## src/rtl/bit_vault_pkg.sv

```systemverilog
// Shared definitions for the bit_vault_mp scratch store: clear-sequencer
// state encoding and default geometry.
package bit_vault_pkg;

  localparam int DEFAULT_DATA_W = 8;
  localparam int DEFAULT_DEPTH  = 16;

  typedef enum logic [1:0] {
    ST_IDLE  = 2'd0,
    ST_CLEAR = 2'd1,
    ST_DONE  = 2'd2
  } clr_state_e;

endpackage

```

## src/rtl/bit_vault_rd_port.sv

```systemverilog
// One registered read port: selects the addressed entry, forwards a same-cycle
// write to the same address (write-first), and flags each update with a valid pulse.
module bit_vault_rd_port
  import bit_vault_pkg::*;
#(
  parameter  int DATA_W = DEFAULT_DATA_W,
  parameter  int DEPTH  = DEFAULT_DEPTH,
  localparam int AW     = $clog2(DEPTH)
) (
  input  logic              clk,
  input  logic              rst,
  input  logic              rd_en,
  input  logic [AW-1:0]     rd_addr,
  input  logic [DATA_W-1:0] mem [DEPTH],
  input  logic              byp_en,
  input  logic [AW-1:0]     byp_addr,
  input  logic [DATA_W-1:0] byp_data,
  output logic [DATA_W-1:0] rd_data,
  output logic              rd_valid
);

  logic [DATA_W-1:0] rd_data_q, rd_data_d;
  logic              rd_valid_q, rd_valid_d;

  always_comb begin
    rd_data_d  = rd_data_q;
    rd_valid_d = 1'b0;
    if (rd_en) begin
      rd_valid_d = 1'b1;
      // byp_data is already the merged word, so partial writes forward correctly
      if (byp_en && (byp_addr == rd_addr)) begin
        rd_data_d = byp_data;
      end else begin
        rd_data_d = mem[rd_addr];
      end
    end
  end

  always_ff @(posedge clk or posedge rst) begin
    if (rst) begin
      rd_data_q  <= '0;
      rd_valid_q <= 1'b0;
    end else begin
      rd_data_q  <= rd_data_d;
      rd_valid_q <= rd_valid_d;
    end
  end

  assign rd_data  = rd_data_q;
  assign rd_valid = rd_valid_q;

endmodule

```

## src/rtl/bit_vault_mp.sv

```systemverilog
// DEPTH x DATA_W scratch store with one byte-enabled write port, two registered
// read ports with write-first bypass, and a one-entry-per-cycle clear sequencer.
module bit_vault_mp
  import bit_vault_pkg::*;
#(
  parameter  int DATA_W = DEFAULT_DATA_W,
  parameter  int DEPTH  = DEFAULT_DEPTH,
  localparam int AW     = $clog2(DEPTH),
  localparam int NB     = DATA_W / 8
) (
  input  logic              clk,
  input  logic              rst,
  input  logic              wr_en,
  input  logic [AW-1:0]     wr_addr,
  input  logic [DATA_W-1:0] wr_data,
  input  logic [NB-1:0]     wr_be,
  output logic              wr_drop,
  input  logic              rd_en_a,
  input  logic [AW-1:0]     rd_addr_a,
  output logic [DATA_W-1:0] rd_data_a,
  output logic              rd_valid_a,
  input  logic              rd_en_b,
  input  logic [AW-1:0]     rd_addr_b,
  output logic [DATA_W-1:0] rd_data_b,
  output logic              rd_valid_b,
  input  logic              clr_req,
  output logic              clr_busy,
  output logic              clr_done
);

  clr_state_e        state_q, state_d;
  logic [AW-1:0]     clr_cnt_q, clr_cnt_d;
  logic              wr_drop_q, wr_drop_d;
  logic [DATA_W-1:0] mem_q [DEPTH];

  logic              eff_en;
  logic [AW-1:0]     eff_addr;
  logic [DATA_W-1:0] eff_word;

  always_comb begin
    state_d   = state_q;
    clr_cnt_d = clr_cnt_q;
    wr_drop_d = 1'b0;
    eff_en    = 1'b0;
    eff_addr  = wr_addr;
    eff_word  = mem_q[wr_addr];

    case (state_q)
      ST_IDLE: begin
        if (clr_req) begin
          state_d   = ST_CLEAR;
          clr_cnt_d = '0;
        end
      end
      ST_CLEAR: begin
        clr_cnt_d = clr_cnt_q + AW'(1);
        if (clr_cnt_q == AW'(DEPTH - 1)) begin
          state_d = ST_DONE;
        end
      end
      ST_DONE:  state_d = ST_IDLE;
      default:  state_d = ST_IDLE;
    endcase

    // The clear owns the single write path; user writes are dropped meanwhile
    if (state_q == ST_CLEAR) begin
      eff_en    = 1'b1;
      eff_addr  = clr_cnt_q;
      eff_word  = '0;
      wr_drop_d = wr_en && (|wr_be);
    end else if (wr_en && (|wr_be)) begin
      eff_en = 1'b1;
      for (int i = 0; i < NB; i++) begin
        if (wr_be[i]) begin
          eff_word[8*i +: 8] = wr_data[8*i +: 8];
        end
      end
    end
  end

  always_ff @(posedge clk or posedge rst) begin
    if (rst) begin
      state_q   <= ST_IDLE;
      clr_cnt_q <= '0;
      wr_drop_q <= 1'b0;
    end else begin
      state_q   <= state_d;
      clr_cnt_q <= clr_cnt_d;
      wr_drop_q <= wr_drop_d;
    end
  end

  always_ff @(posedge clk or posedge rst) begin
    if (rst) begin
      for (int i = 0; i < DEPTH; i++) begin
        mem_q[i] <= '0;
      end
    end else if (eff_en) begin
      mem_q[eff_addr] <= eff_word;
    end
  end

  bit_vault_rd_port #(.DATA_W(DATA_W), .DEPTH(DEPTH)) u_rd_a (
    .clk      (clk),
    .rst      (rst),
    .rd_en    (rd_en_a),
    .rd_addr  (rd_addr_a),
    .mem      (mem_q),
    .byp_en   (eff_en),
    .byp_addr (eff_addr),
    .byp_data (eff_word),
    .rd_data  (rd_data_a),
    .rd_valid (rd_valid_a)
  );

  bit_vault_rd_port #(.DATA_W(DATA_W), .DEPTH(DEPTH)) u_rd_b (
    .clk      (clk),
    .rst      (rst),
    .rd_en    (rd_en_b),
    .rd_addr  (rd_addr_b),
    .mem      (mem_q),
    .byp_en   (eff_en),
    .byp_addr (eff_addr),
    .byp_data (eff_word),
    .rd_data  (rd_data_b),
    .rd_valid (rd_valid_b)
  );

  assign wr_drop  = wr_drop_q;
  assign clr_busy = (state_q == ST_CLEAR);
  assign clr_done = (state_q == ST_DONE);

endmodule

```

## config.mk

```make
export PLATFORM = sky130hd
export DESIGN_NAME = bit_vault_mp
export DESIGN_NICKNAME = d
export VERILOG_FILES = /design/src/rtl/bit_vault_pkg.sv /design/src/rtl/bit_vault_rd_port.sv /design/src/rtl/bit_vault_mp.sv
export SDC_FILE = /design/constraint.sdc
export NUM_CORES = 1
export LEC_CHECK = 0
export BUFFER_PORTS_ARGS = -buffer_cell sky130_fd_sc_hd__buf_2
export CORE_MARGIN = 5
export CORE_UTILIZATION = 55
export CTS_BUF_LIST = sky130_fd_sc_hd__clkbuf_8 sky130_fd_sc_hd__clkbuf_16
export DETAILED_ROUTE_END_ITERATION = 10
export PLACE_DENSITY = 0.71
export SYNTH_ARGS = -nofsm -noshare
export SYNTH_HDL_FRONTEND = slang
export SYNTH_SLANG_ARGS = --single-unit
```

## constraint.sdc

```tcl
create_clock -name clk -period 4.8 [get_ports clk]
set_input_delay 0.24 -clock clk [delete_from_list [all_inputs] [get_ports clk]]
set_output_delay 0.24 -clock clk [all_outputs]
set_load 0.01 [all_outputs]
```

==> results.sh, run 1 <==
export IMPL_status="completed"
export IMPL_max_freq_mhz=304.9
export IMPL_grt_pass1_vias=7452
export IMPL_worstSetupStartpoint="state_q[1]"
export IMPL_ir_worst_vdd_uv=313.0
export IMPL_hold_viol=0
export IMPL_cts_setup_buffers=0
export IMPL_die_area_um2=19590
export IMPL_dr_pass1_iters=5
export IMPL_final_nets=783
export IMPL_fin_tns_setup_ns=0
export IMPL_tightest_slew_ns=1.103
export IMPL_drtIter0Drc=823
export IMPL_r2r_start="state_q[1]"
export IMPL_cts_tree="yes"
export IMPL_min_path_type="input pin to async pin"
export IMPL_wl_per_cell_um=27.64
export IMPL_die_w_um=140.0
export IMPL_fin_crit_sh=0.6834
export IMPL_netlist_instances=736
export IMPL_area_delta_synth_final_pct=10.01
export IMPL_final_antenna_net_count=0
export IMPL_ctsResizeCount=0
export IMPL_avgSynthCellArea_um2=12.62
export IMPL_n_antenna_cell=0
export IMPL_remaining_drc_errors=0
export IMPL_synth_area_leaders="dfrtp_1 (41%), mux4_2 (19%), mux2_2 (11%), mux2i_1 (7.4%), a31oi_1 (4.3%)"
export IMPL_setup_viol=0
export IMPL_cts_buffers=17
export IMPL_cp_required_ns=5.18
export IMPL_nFillCells=1329
export IMPL_stdcell_count=988
export IMPL_critical_path_class="register to register"
export IMPL_finalWirelength_um=27310
export IMPL_grt_overflow=0
export IMPL_grt_use_total=0.2888
export IMPL_grt_pass1_wl_um=43130
export IMPL_ios=48
export IMPL_synth_largest_area_cell="dfrtp_1"
export IMPL_fp_coreArea_um2=16580
export IMPL_power_density_nw_per_um2=623.1
export IMPL_cap_violations=0
export IMPL_dp_hpwl_um=17360
export IMPL_worstSetupStartpointType="register"
export IMPL_clk_pin_slew_ns=0.06
export IMPL_via_count=7005
export IMPL_clock_skew_ns=0.01104
export IMPL_initial_core_util=0.5601
export IMPL_drive_gt1_frac=0.3620
export IMPL_cts_hold_buf=0
export IMPL_yosys_warnings=0
export IMPL_synthArstFlopShare=1.000
export IMPL_via_per_inst=7.090
export IMPL_antenna_found_initial=0
export IMPL_crit_buf_inv=1
export IMPL_ys_flop_type="dfrtp_1"
export IMPL_htreeDepth=4
export IMPL_worst_path_largest_cell_delay_ns=0.88
export IMPL_yosysTopAreaCellShare=0.4122
export IMPL_std_cell_rows=47
export IMPL_clock_sinks=153
export IMPL_max_slew_margin=0.2631
export IMPL_cp_slowest_cell="nor3b_2"
export IMPL_yosysSeqAreaShare=0.4122
export IMPL_ys_seq_elements=153
export IMPL_drv_slew=0
export IMPL_crit_chain="nand2b_1 > inv_6 > nor3b_2 > nand3_1 > nand2_1 > mux2_2"
export IMPL_syn_nets=764
export IMPL_power_mw=6.367
export IMPL_port_buffers=47
export IMPL_place_gp_congestion=0.9800
export IMPL_clk_latency_ns=0.44
export IMPL_critPathTopFamily="simple AND/OR/NAND/NOR gates"
export IMPL_grt_max_degree=109
export IMPL_cp_end_kind="register"
export IMPL_fin_crit_ns=3.280
export IMPL_place_inst=956
export IMPL_netlist_area_um2=9289
export IMPL_p_leak_nw=4.492
export IMPL_arrival_ns=3.66
export IMPL_clockBufferDepth=2
export IMPL_synth_enable_flop_cells=0
export IMPL_die_h_um=140.0
export IMPL_path_max_fanout=16
export IMPL_grt_setup_unrepaired="false"
export IMPL_synth_distinct_cells=47
export IMPL_cts_root_buffer="clkbuf_16"
-- registers in the layout, summed over array words and instances (netlist names) --
name and flops:
state_q 2, u_rd_b.rd_data 8, clr_cnt_q 4, mem_q 128, u_rd_a.rd_data 8, wr_drop 1
u_rd_b.rd_valid 1, u_rd_a.rd_valid 1
-- metal layers --
metal,vias to the layer above,part of all wire,GRT usage
met5,-,0,0
met4,0,0.049,0.1377
met3,106,0.11,0.08282
met2,476,0.47,0.4561
met1,3517,0.37,0.3704
li1,2906,-,-
-- worst paths after layout --
kind / endpoint / slack (ns) / depth (start not counted)
hold reg to reg: u_rd_a.rd_data[1] / 0.55 / 2
setup / recovery: mem_q[23] / 1.52 / 6
min in group clk: u_rd_a.rd_data[3] / 0.10 / 3
setup reg to reg: mem_q[23] / 1.52 / 6
hold / removal: u_rd_b.rd_data[6] / 0.002 / 2
max in group asynchronous: mem_q[26] / 3.62 / 3
-- report_power, final --
group          internal [mW]  total [mW]  switching (mW)
logic                   1.28        2.61            1.33
clock network          0.792        1.37           0.577
registers               1.82        2.39           0.569
total                   3.89        6.37            2.48
-- layout by cell type (no fill, tap or decap), types with 3 or more instances in the layout --
cell       synthesis  layout
dfrtp_1          153     153
mux2_2            89      89
mux4_2            78      78
nor2_1            76      75
mux2i_1           69      69
a31oi_1           64      64
buf_2             22      46
a22oi_1           32      32
nand2_1           23      23
nand3_1           17      17
clkbuf_16          0      17
buf_4              3      15
inv_6              1       8
nand2b_1           7       7
a32oi_2            7       7
nor2b_1            7       6
xnor2_1            6       6
o21ai_0            4       4
clkinv_4           0       4
a22o_1             3       3
a21oi_1            3       3
inv_1              4       3
and2_1             3       3
-- cell usage after synthesis, drive strengths merged (7+ instances only) --
| master | count |
|---|---|
| a22oi | 32 |
| a31oi | 64 |
| a32oi | 7 |
| buf | 33 |
| clkbuf | 28 |
| dfrtp | 153 |
| mux2 | 89 |
| mux2i | 70 |
| mux4 | 78 |
| nand2 | 25 |
| nand2b | 7 |
| nand3 | 17 |
| nor2 | 76 |
| nor2b | 7 |
-- cell type report --
type	instances	area [um^2]	area share
clock buffer	18	439.2	0.04298
tap	220	275.3	0.02694
inverter	5	28.78	0.002816
clock inverter	14	162.7	0.01592
sequential	153	3829	0.3747
timing repair buffer	61	342.8	0.03355
multi-input combinational	517	5141	0.5031
-- through the flow --
step                hold slack [ns]  utilization  cell area, um^2  setup slack, ns
finish                     0.002497       0.6162            10220            1.520
global route                0.09076       0.6162            10220            1.360
CTS                         0.06532       0.6162            10220            1.662
detailed placement           0.5222       0.5799             9617            1.667
global placement             0.5037       0.5799             9617            1.783
floorplan                    0.2714            -             9289           0.4386
-- logic make-up after synthesis --
group / Yosys count / synth area share
multiplexers: 237 / 0.3738
buffers and inverters: 66 / 0.03543
AND/OR/NAND/NOR: 144 / 0.07018
AO/OA/AOI/OAI: 127 / 0.09954
XOR/XNOR: 8 / 0.007543
adder cells (fa/ha/maj): 1 / 0.001347
flip-flops: 153 / 0.4122
Note: power is estimated with default switching activity, not from simulation.
==> inputs of run 2 (changes only) <==
clock period = 3.2 ns   (was 4.8 ns; I/O delays follow)
==> run 2 against run 1 <==
Combinational power increased by 55%. Global-route usage increased by 0.49 points. Flip-flop and latch count unchanged. Register-to-register slack got worse by 0.97 ns. Die area unchanged. Sequential share of layout area decreased by 0.78 points. Routed wire length increased by 2.4%. Cell count increased by 1.8%. Hold slack improved by 0.034 ns. Via count increased by 3.9%. Non-clock buffer count increased by 21. Critical path type unchanged. Critical endpoint is now u_rd_a.rd_data[2].
==> results.sh, run 2 (same netlist as run 1, synthesis figures left out) <==
export IMPL_via_per_inst=7.235
export IMPL_remaining_drc_errors=0
export IMPL_grt_pass1_vias=7373
export IMPL_clock_sinks=153
export IMPL_clk_latency_ns=0.43
export IMPL_grt_use_total=0.2937
export IMPL_status="completed"
export IMPL_grt_max_degree=69
export IMPL_drtIter0Drc=959
export IMPL_cp_end_kind="register"
export IMPL_utilization=0.6292
export IMPL_die_h_um=140.0
export IMPL_drive_gt1_frac=0.3690
export IMPL_max_freq_mhz=377.8
export IMPL_dp_hpwl_um=18330
export IMPL_grt_pass1_wl_um=43730
export IMPL_grt_overflow=0
export IMPL_setup_viol=0
export IMPL_cp_required_ns=3.50
export IMPL_fin_crit_sh=0.8272
export IMPL_max_slew_margin=0.3592
export IMPL_cap_violations=0
export IMPL_grt_setup_unrepaired="false"
export IMPL_port_buffers=47
export IMPL_dr_pass1_iters=5
export IMPL_min_path_type="input pin to register"
export IMPL_place_inst=976
export IMPL_fin_tns_setup_ns=0
export IMPL_area_delta_synth_final_pct=12.34
export IMPL_worstSetupStartpointType="register"
export IMPL_ctsResizeCount=0
export IMPL_n_antenna_cell=0
export IMPL_power_mw=9.731
export IMPL_final_nets=804
export IMPL_place_gp_congestion=0.9524
export IMPL_arrival_ns=2.94
export IMPL_final_cell_mix="dfrtp_1 (153), mux2_2 (89), mux4_2 (78), nor2_1 (76), mux2i_1 (69)"
export IMPL_clk_pin_slew_ns=0.06
export IMPL_postLayoutCellArea_um2=10440
export IMPL_fp_coreArea_um2=16580
export IMPL_mostFrequentLayoutCell="dfrtp_1"
export IMPL_clock_skew_ns=0.006908
export IMPL_cts_tree="yes"
export IMPL_wl_per_cell_um=27.79
export IMPL_ios=48
export IMPL_cts_buffers=17
export IMPL_hold_viol=0
export IMPL_fin_crit_ns=2.647
export IMPL_p_leak_nw=4.628
export IMPL_tightest_slew_ns=0.9592
export IMPL_antenna_found_initial=0
export IMPL_stdcell_count=1006
export IMPL_via_count=7278
export IMPL_std_cell_rows=47
export IMPL_htreeDepth=4
export IMPL_die_w_um=140.0
export IMPL_cts_root_buffer="clkbuf_16"
export IMPL_initial_core_util=0.5601
export IMPL_die_area_um2=19590
export IMPL_clockBufferDepth=2
export IMPL_drv_slew=0
export IMPL_path_max_fanout=10
export IMPL_largest_reg_flops=128
export IMPL_regMostFlops="mem_q"
export IMPL_ir_worst_vdd_uv=522.0
export IMPL_place_area_um2=9818
export IMPL_final_antenna_net_count=0
export IMPL_critical_path_class="register to register"
export IMPL_power_density_nw_per_um2=932.5
export IMPL_finalWirelength_um=27960
run 2: changes by cell type in the layout (fill, tap and decap cells not counted), sizes merged:
cell,change
bufinv,+2
buf,+20
clkinv,-1
clkbuf,+1
inv,-5
dlygate4sd3,+1
run 2: layer usage:
metal  vias to the layer above  track usage  wire, um
li1                       2939            -         -
met1                      3698       0.3867     10460
met2                       539       0.4444     12620
met3                       102       0.1063      3686
met4                         0       0.1229      1185
met5                         -            0         0
run 2: per-stage QoR:
| step | hold slack, ns | worst slack, ns |
|---|---|---|
| 6_report | 0.03680 | 0.5529 |
| 3_3_place_gp | 0.3856 | 0.6728 |
| 4_1_cts | 0.02076 | 0.6197 |
| 2_1_floorplan | 0.1914 | 1.020 |
| 5_1_grt | 0.04654 | 0.4709 |
| 3_5_place_dp | 0.3971 | 0.6311 |
run 2: report_power, final:
group	total (mW)	internal [mW]	switching, mW
sequential	3.59	2.73	0.866
clock	2.10	1.32	0.773
combinational	4.04	1.99	2.05
run 2: worst paths after layout:
kind / to / startpoint / cells after the start / slack [ns]
min in group asynchronous: mem_q[29] / rst / 3 / 0.48
hold reg to reg: u_rd_a.rd_data[2] / u_rd_a.rd_data[2] / 2 / 0.54
hold / removal: u_rd_a.rd_data[3] / wr_data[3] / 3 / 0.04
max in group asynchronous: mem_q[112] / rst / 4 / 1.85
setup reg to reg: u_rd_a.rd_data[2] / state_q[1] / 7 / 0.55
setup / recovery: u_rd_a.rd_data[2] / state_q[1] / 7 / 0.55
run 2: area by class of cell:
cell class | instances | area (um^2)
inverter | 5 | 27.53
clock buffer | 19 | 452.9
multi-input combinational | 517 | 5131
clock inverter | 10 | 153.9
sequential | 153 | 3829
fill | 1291 | 6148
timing repair buffer | 82 | 565.5
tap | 220 | 275.3
run 2: timing repair:
action | 4_1_cts | 5_1_grt
setup buffers | 0 | 0
endpoints found under the hold margin | 39 | 0
hold buffers | 1 | 0
run 2: worst max-delay path: stages, from the launching register on:
cell	delay, ns
dfrtp_1	0.41
nand2b_1	0.23
inv_6	0.09
o31ai_1	0.47
mux2i_1	0.22
or4_1	0.76
o21ai_1	0.24
o22ai_1	0.08
